--- src/rtl/omega_steering_pkg.sv ---
// Shared types and helpers for the omega steering loop around coupling_susceptibility.
// Position-class encodings match the producer block bit for bit.
package omega_steering_pkg;

    typedef enum logic [1:0] {
        S_SCAN   = 2'd0,
        S_EVAL   = 2'd1,
        S_COMMIT = 2'd2
    } steer_state_t;

    localparam logic [1:0] CLASS_BOUNDARY   = 2'b00;
    localparam logic [1:0] CLASS_TRANSITION = 2'b01;
    localparam logic [1:0] CLASS_QUARTER    = 2'b10;
    localparam logic [1:0] CLASS_HALF       = 2'b11;

    // Signed clamp on a 32-bit working value; callers narrow the result afterwards.
    function automatic logic signed [31:0] sat_clamp(
        input logic signed [31:0] value,
        input logic signed [31:0] lo,
        input logic signed [31:0] hi
    );
        logic signed [31:0] res;
        if (value < lo) begin
            res = lo;
        end else if (value > hi) begin
            res = hi;
        end else begin
            res = value;
        end
        return res;
    endfunction

endpackage

--- src/rtl/omega_steering_controller_step_calc.sv ---
// Combinational hill-descent decision for one oscillator visit: next offset,
// direction, hold count and whether a step happens.
module steer_step_calc
    import omega_steering_pkg::*;
#(
    parameter int WIDTH       = 18,
    parameter int CHI_HIGH    = 5000,
    parameter int STEP        = 2,
    parameter int MAX_OFFSET  = 16,
    parameter int HOLD_VISITS = 2
) (
    input  logic signed [WIDTH-1:0] chi,
    input  logic [1:0]              pos_class,
    input  logic signed [WIDTH-1:0] offset,
    input  logic                    dir,
    input  logic [1:0]              hold,
    input  logic signed [WIDTH-1:0] last_chi,
    input  logic                    last_valid,
    output logic signed [WIDTH-1:0] next_offset,
    output logic                    next_dir,
    output logic [1:0]              next_hold,
    output logic                    step,
    output logic                    dangerous
);

    localparam logic signed [WIDTH-1:0] CHI_HIGH_V = WIDTH'(CHI_HIGH);
    localparam logic signed [31:0]      SIZE_BIG   = 32'(2 * STEP);
    localparam logic signed [31:0]      SIZE_SMALL = 32'(STEP);
    localparam logic signed [31:0]      MAX_V      = 32'(MAX_OFFSET);
    localparam logic [1:0]              HOLD_V     = 2'(HOLD_VISITS);

    logic [1:0]         hold_inc_s;
    logic signed [31:0] size_s;
    logic               dir_s;
    logic signed [31:0] raw_s;
    logic signed [31:0] sat_s;

    // Decision: rising chi since the last step means we went uphill, so reverse first.
    always_comb begin
        dangerous   = (chi >= CHI_HIGH_V);
        hold_inc_s  = (hold == 2'd3) ? 2'd3 : (hold + 2'd1);
        size_s      = (pos_class == CLASS_BOUNDARY) ? SIZE_BIG : SIZE_SMALL;
        dir_s       = dir ^ (last_valid && (chi > last_chi));
        raw_s       = dir_s ? (32'(offset) - size_s) : (32'(offset) + size_s);
        sat_s       = sat_clamp(raw_s, -MAX_V, MAX_V);
        next_offset = offset;
        next_dir    = dir;
        next_hold   = 2'd0;
        step        = 1'b0;
        if (!dangerous) begin
            next_hold = 2'd0;
        end else if (pos_class == CLASS_TRANSITION) begin
            next_hold = 2'd0;
        end else if (hold_inc_s >= HOLD_V) begin
            step        = 1'b1;
            next_hold   = 2'd0;
            next_offset = WIDTH'(sat_s);
            next_dir    = ((sat_s == MAX_V) || (sat_s == -MAX_V)) ? ~dir_s : dir_s;
        end else begin
            next_hold = hold_inc_s;
        end
    end

endmodule

--- src/rtl/omega_steering_controller.sv ---
// Round-robin omega steering: visits one oscillator per enabled scan, nudges its
// offset away from high-susceptibility ratios and drives base+offset, clamped.
module omega_steering_controller
    import omega_steering_pkg::*;
#(
    parameter int WIDTH           = 18,
    parameter int NUM_OSCILLATORS = 8,
    parameter int CHI_HIGH        = 5000,
    parameter int STEP            = 2,
    parameter int MAX_OFFSET      = 16,
    parameter int HOLD_VISITS     = 2
) (
    input  logic                             clk,
    input  logic                             rst,
    input  logic                             clk_en,
    input  logic [NUM_OSCILLATORS*WIDTH-1:0] chi_packed,
    input  logic [NUM_OSCILLATORS*2-1:0]     position_class_packed,
    input  logic [NUM_OSCILLATORS*WIDTH-1:0] omega_base_packed,
    output logic [NUM_OSCILLATORS*WIDTH-1:0] omega_dt_packed,
    output logic                             settled,
    output logic                             step_pulse,
    output logic [4:0]                       step_index
);

    localparam int                 IDX_W     = (NUM_OSCILLATORS > 1) ? $clog2(NUM_OSCILLATORS) : 1;
    localparam logic [IDX_W-1:0]   LAST_IDX  = IDX_W'(NUM_OSCILLATORS - 1);
    localparam logic signed [31:0] OMEGA_MAX = 32'((2 ** (WIDTH - 1)) - 1);

    steer_state_t            state_r;
    logic [IDX_W-1:0]        idx_r;
    logic signed [WIDTH-1:0] offset_r     [NUM_OSCILLATORS];
    logic                    dir_r        [NUM_OSCILLATORS];
    logic [1:0]              hold_r       [NUM_OSCILLATORS];
    logic signed [WIDTH-1:0] last_chi_r   [NUM_OSCILLATORS];
    logic                    last_valid_r [NUM_OSCILLATORS];

    logic signed [WIDTH-1:0] chi_lat_r;
    logic [1:0]              class_lat_r;
    logic signed [WIDTH-1:0] nxt_offset_r;
    logic                    nxt_dir_r;
    logic [1:0]              nxt_hold_r;
    logic                    step_r;
    logic                    danger_r;
    logic                    sweep_clean_r;

    logic signed [WIDTH-1:0] calc_offset_s;
    logic                    calc_dir_s;
    logic [1:0]              calc_hold_s;
    logic                    calc_step_s;
    logic                    calc_danger_s;
    logic signed [WIDTH-1:0] omega_next_s [NUM_OSCILLATORS];

    steer_step_calc #(
        .WIDTH       (WIDTH),
        .CHI_HIGH    (CHI_HIGH),
        .STEP        (STEP),
        .MAX_OFFSET  (MAX_OFFSET),
        .HOLD_VISITS (HOLD_VISITS)
    ) u_calc (
        .chi         (chi_lat_r),
        .pos_class   (class_lat_r),
        .offset      (offset_r[idx_r]),
        .dir         (dir_r[idx_r]),
        .hold        (hold_r[idx_r]),
        .last_chi    (last_chi_r[idx_r]),
        .last_valid  (last_valid_r[idx_r]),
        .next_offset (calc_offset_s),
        .next_dir    (calc_dir_s),
        .next_hold   (calc_hold_s),
        .step        (calc_step_s),
        .dangerous   (calc_danger_s)
    );

    // Scan / evaluate / commit sequencer with per-oscillator state and status outputs.
    always_ff @(posedge clk or posedge rst) begin
        if (rst) begin
            state_r       <= S_SCAN;
            idx_r         <= '0;
            chi_lat_r     <= '0;
            class_lat_r   <= 2'b00;
            nxt_offset_r  <= '0;
            nxt_dir_r     <= 1'b0;
            nxt_hold_r    <= 2'd0;
            step_r        <= 1'b0;
            danger_r      <= 1'b0;
            sweep_clean_r <= 1'b0;
            settled       <= 1'b0;
            step_pulse    <= 1'b0;
            step_index    <= 5'd0;
            for (int i = 0; i < NUM_OSCILLATORS; i++) begin
                offset_r[i]     <= '0;
                dir_r[i]        <= 1'b0;
                hold_r[i]       <= 2'd0;
                last_chi_r[i]   <= '0;
                last_valid_r[i] <= 1'b0;
            end
        end else begin
            step_pulse <= 1'b0;
            case (state_r)
                S_SCAN: begin
                    if (clk_en) begin
                        chi_lat_r   <= chi_packed[idx_r*WIDTH +: WIDTH];
                        class_lat_r <= position_class_packed[idx_r*2 +: 2];
                        state_r     <= S_EVAL;
                    end else begin
                        state_r <= S_SCAN;
                    end
                end
                S_EVAL: begin
                    nxt_offset_r <= calc_offset_s;
                    nxt_dir_r    <= calc_dir_s;
                    nxt_hold_r   <= calc_hold_s;
                    step_r       <= calc_step_s;
                    danger_r     <= calc_danger_s;
                    state_r      <= S_COMMIT;
                end
                S_COMMIT: begin
                    offset_r[idx_r] <= nxt_offset_r;
                    dir_r[idx_r]    <= nxt_dir_r;
                    hold_r[idx_r]   <= nxt_hold_r;
                    if (step_r) begin
                        last_chi_r[idx_r]   <= chi_lat_r;
                        last_valid_r[idx_r] <= 1'b1;
                        step_pulse          <= 1'b1;
                        step_index          <= 5'(idx_r);
                    end else begin
                        step_pulse <= 1'b0;
                    end
                    // Last-index check first so a one-oscillator ring still opens and closes its sweep.
                    if (danger_r) begin
                        settled       <= 1'b0;
                        sweep_clean_r <= 1'b0;
                    end else if (idx_r == LAST_IDX) begin
                        if ((idx_r == '0) || sweep_clean_r) begin
                            settled <= 1'b1;
                        end else begin
                            settled <= settled;
                        end
                        sweep_clean_r <= 1'b0;
                    end else if (idx_r == '0) begin
                        sweep_clean_r <= 1'b1;
                    end else begin
                        sweep_clean_r <= sweep_clean_r;
                    end
                    idx_r   <= (idx_r == LAST_IDX) ? '0 : (idx_r + IDX_W'(1));
                    state_r <= S_SCAN;
                end
                default: begin
                    state_r <= S_SCAN;
                end
            endcase
        end
    end

    // Steered omega for every oscillator, widened before the add so nothing wraps.
    always_comb begin
        for (int i = 0; i < NUM_OSCILLATORS; i++) begin
            omega_next_s[i] = WIDTH'(sat_clamp(
                32'($signed(omega_base_packed[i*WIDTH +: WIDTH])) + 32'(offset_r[i]),
                32'sd1, OMEGA_MAX));
        end
    end

    // Output register refreshed every clock regardless of scan enable.
    always_ff @(posedge clk or posedge rst) begin
        if (rst) begin
            omega_dt_packed <= '0;
        end else begin
            for (int i = 0; i < NUM_OSCILLATORS; i++) begin
                omega_dt_packed[i*WIDTH +: WIDTH] <= omega_next_s[i];
            end
        end
    end

endmodule
--- config.mk ---
export PLATFORM = sky130hd
export DESIGN_NAME = omega_steering_controller
export DESIGN_NICKNAME = d
export VERILOG_FILES = /design/src/rtl/omega_steering_pkg.sv /design/src/rtl/omega_steering_controller_step_calc.sv /design/src/rtl/omega_steering_controller.sv
export SDC_FILE = /design/constraint.sdc
export NUM_CORES = 1
export LEC_CHECK = 0
export CORE_ASPECT_RATIO = 0.7
export CORE_UTILIZATION = 47
export DETAILED_ROUTE_END_ITERATION = 6
export PLACE_DENSITY = 0.71
export SLEW_MARGIN = 40
export SYNTH_ARGS = -nofsm -noshare
export SYNTH_HDL_FRONTEND = slang
export SYNTH_SLANG_ARGS = --single-unit
--- constraint.sdc ---
create_clock -name clk -period 25 [get_ports clk]
set_input_delay 6.25 -clock clk [delete_from_list [all_inputs] [get_ports clk]]
set_output_delay 6.25 -clock clk [all_outputs]
set_load 0.05 [all_outputs]
==> results.sh <==
export IMPL_async_reset_ff_share_pct=100
export IMPL_vias=25300
export IMPL_internal_power_mw=2.66
export IMPL_gp_congestion=0.933
export IMPL_slew_violations=0
export IMPL_synth_mux_area_share_pct=16.8
export IMPL_crit_required_ps=25490
export IMPL_drtPass1Iterations=7
export IMPL_yosysSeqAreaShare_pct=42.8
export IMPL_grt_pass1_vias=25100
export IMPL_pin_count=458
export IMPL_start_kind="primary input"
export IMPL_grt_busiest_layer="met1"
export IMPL_rows=77
export IMPL_final_cell_count_no_fill=4167
export IMPL_grt_max_degree=88
export IMPL_post_place_cells=4071
export IMPL_clk_latency_ps=620
export IMPL_r2r_start="idx_r[0]"
export IMPL_ff2ff_path_depth=30
export IMPL_ctsHoldBuffers=0
export IMPL_p_comb_share_pct=55.2
export IMPL_syn_inst=2888
export IMPL_arrival_ps=10300
export IMPL_startpoint="omega_base_packed[36]"
export IMPL_routed_wl_mm=101
export IMPL_slew_headroom_pct=42.8
export IMPL_die_area_sq_mm=0.0654
export IMPL_grt_pass1_wl_mm=153
export IMPL_power_switching_mw=2.42
export IMPL_ys_warn_count=0
export IMPL_outcome="finished, final reports clean"
export IMPL_post_cts_setup_buffers=0
export IMPL_crit_cells=17
export IMPL_detail_route_antenna_nets=0
export IMPL_drive_above_1_share_pct=17.3
export IMPL_htree_levels=2
export IMPL_finalWorstSetupSlack_ps=15190
export IMPL_synth_top_family_by_area="multiplexers"
export IMPL_drc=0
export IMPL_synth_xor_area_share_pct=3.61
export IMPL_final_common_cell="dfrtp_1"
export IMPL_endpoint="omega_dt_packed[36]"
export IMPL_path_cells="clkdlybuf4s50_1 > ha_1 > inv_1 > fa_1 > nor2b_1 > o21ai_0 > a21oi_1 > o21ai_0 > a21oi_1 > o2111ai_1 > a31o_2 > o211ai_1 > a21oi_1 > o21ai_0 > o22ai_1 > o21bai_2 > or3b_2"
export IMPL_clock_power_share_pct=15.6
export IMPL_cts_path_max_buffers=3
export IMPL_synth_edf_count=0
export IMPL_yosys_cell_types_count=96
export IMPL_gr_total_overflow=0
export IMPL_cts_tree="built"
export IMPL_maxClockFrequency_mhz=102
export IMPL_post_drt_wl_per_cell_um=24.3
export IMPL_pwr_share_seq_pct=29.2
export IMPL_r2r_slack_ps=15810
export IMPL_synth_compound_area_share_pct=15.5
export IMPL_initial_core_util_pct=47.7
export IMPL_switching_share_pct=47.7
export IMPL_cts_resized_gates=0
export IMPL_synth_fa_ha_area_share_pct=7.63
export IMPL_crit_family="compound AO/OA/AOI/OAI gates"
export IMPL_mostFrequentLayoutCells="dfrtp_1, clkdlybuf4s50_1, mux2_2"
export IMPL_vias_per_cell=6.08
export IMPL_setup_tns_ps=0
export IMPL_detailedRoute_firstIterationViolations=2347
export IMPL_crit_fanout=14
export IMPL_use_met2_pct=43.7
export IMPL_grt_met3_usage_pct=8.28
export IMPL_cpMaxStageDelayCell="or3b_2"
export IMPL_use_met1_pct=45.6
export IMPL_path_buf_inv=2
export IMPL_syn_cell_area_sq_mm=0.0303
export IMPL_cts_sinks=518
export IMPL_period_needed_ps=9810
export IMPL_cts_root_buf="clkbuf_16"
export IMPL_synth_avg_cell_area_sq_um=10.5
export IMPL_grt_setup_unrepaired="false"
export IMPL_ys_flop_type="dfrtp_1"
export IMPL_period_share_pct=39.3
export IMPL_crit_type="primary input to flip-flop"
export IMPL_grtUsageTotal_pct=30.4
export IMPL_critical_path_endpoint_type="flip-flop"
export IMPL_fin_nets=3783
export IMPL_hold_viol_final=0
export IMPL_antenna_found_initial=1
export IMPL_core_area_sq_mm=0.0634
export IMPL_cpPeakStageDelay_ps=510
export IMPL_hpwl_mm=74.7
export IMPL_p_per_area_mw_per_mm2=136
export IMPL_max_cap_viol_count=0
export IMPL_port_buffers=455
export IMPL_pre_cts_ws_ps=14470
export IMPL_finalSetupViolations=0
export IMPL_ir_drop_uv=92.3
export IMPL_path_clk_slew_ps=60
export IMPL_ys_ff_latch=518
export IMPL_die_h_um=214
export IMPL_area_growth_pct=23.8
export IMPL_timing_rr_end="nxt_offset_r[4]"
export IMPL_clock_skew_ps=38.8
export IMPL_worst_pin_slew_ps=858
export IMPL_hp_class="flip-flop to flip-flop"
export IMPL_synth_simple_area_share_pct=10.0
export IMPL_p_leak_nw=17.0
export IMPL_cts_buffers=52
export IMPL_die_w_um=305
export IMPL_diodes=0
export IMPL_min_from="last_valid_r[6]"
-- state kept, by name, summed over array words and instances, names as in the netlist, 3 cells and up --
register         flops
chi_lat_r           18
idx_r                3
nxt_offset_r        18
dir_r                8
last_valid_r         8
hold_r              16
offset_r           144
step_index           3
last_chi_r         144
omega_dt_packed    144
-- per-stage QoR --
stage,util (%),power [mW],area (sq um),hold slack [ps]
2_1_floorplan,-,3.30,30300,430
3_3_place_gp,56.2,4.13,35600,443
3_5_place_dp,56.4,4.21,35700,450
4_1_cts,59.0,5.02,37400,468
5_1_grt,59.1,5.34,37500,482
6_report,59.1,5.08,37500,466
-- synthesized netlist by cell type (all sizes together), types with 10 or more instances --
cell type  instances  area, sq um
buf               41          226
mux2             365         4110
o22ai             16          100
o21bai            13         97.6
ha               171         2140
a22oi             24          199
a21o              30          225
dfrtp            518        13000
and2              22          138
nand2b            39          244
or3               11         68.8
o211ai            11         82.6
a221o             13          130
and3              18          113
nand4             23          144
nor2b             20          125
nor2             170          641
mux2i             76          773
a21boi            10         75.1
nand3             51          278
clkbuf           112          425
a31oi             12         75.1
o21ai            171          856
a21oi            293         1470
xnor2             69          612
a221oi            47          448
or2               16          100
nor3              33          170
inv              114          428
a22o              18          158
xor2              55          482
nand2            152          571
-- power groups by stage --
stage / clock network, mW / logic [mW] / registers [mW]
after CTS: 0.804 / 2.76 / 1.46
after detailed placement: 0 / 2.74 / 1.48
after global routing: 0.838 / 3.00 / 1.50
final: 0.793 / 2.80 / 1.48
after floorplan: 0 / 1.64 / 1.66
after global placement: 0 / 2.67 / 1.46
-- worst reg2reg max path: cells and delay by family (launching register included) --
kind	cells	cell delay, ps
AO/OA/AOI/OAI	11	2800
adder cells (fa/ha/maj)	2	640
buffers and inverters	4	1870
flip-flops	1	570
multiplexers	2	800
AND/OR/NAND/NOR	11	2380
-- how the worst min path moves through the flow --
stage / end / cells after the start / slack [ps]
finish: last_valid_r[6] / 1 / 470
global route: last_valid_r[7] / 1 / 480
CTS: last_valid_r[6] / 1 / 470
detailed placement: last_valid_r[6] / 1 / 450
global placement: last_valid_r[6] / 1 / 440
floorplan: last_valid_r[6] / 1 / 430
-- per-layer routing --
metal | part of all wire, % | vias up
li1 | - | 11300
met1 | 46 | 12700
met2 | 42 | 1184
met3 | 10 | 142
met4 | 1.9 | 0
met5 | 0 | -
-- cell families after synthesis --
family / count (synthesis)
other: 1
buffers and inverters: 267
multiplexers: 450
AND/OR/NAND/NOR: 605
AO/OA/AOI/OAI: 743
flip-flops: 518
adder cells (fa/ha/maj): 180
XOR/XNOR: 124
-- final cells by class --
class | count | area [sq um]
well taps | 829 | 1040
inverters | 114 | 435
repair buffers | 499 | 4910
clock inverters | 18 | 156
clock buffers | 77 | 1550
flip-flops and latches | 518 | 13000
fillers | 5228 | 25900
multi-input cells | 2112 | 16400
Note: power is estimated with default switching activity, not from simulation.
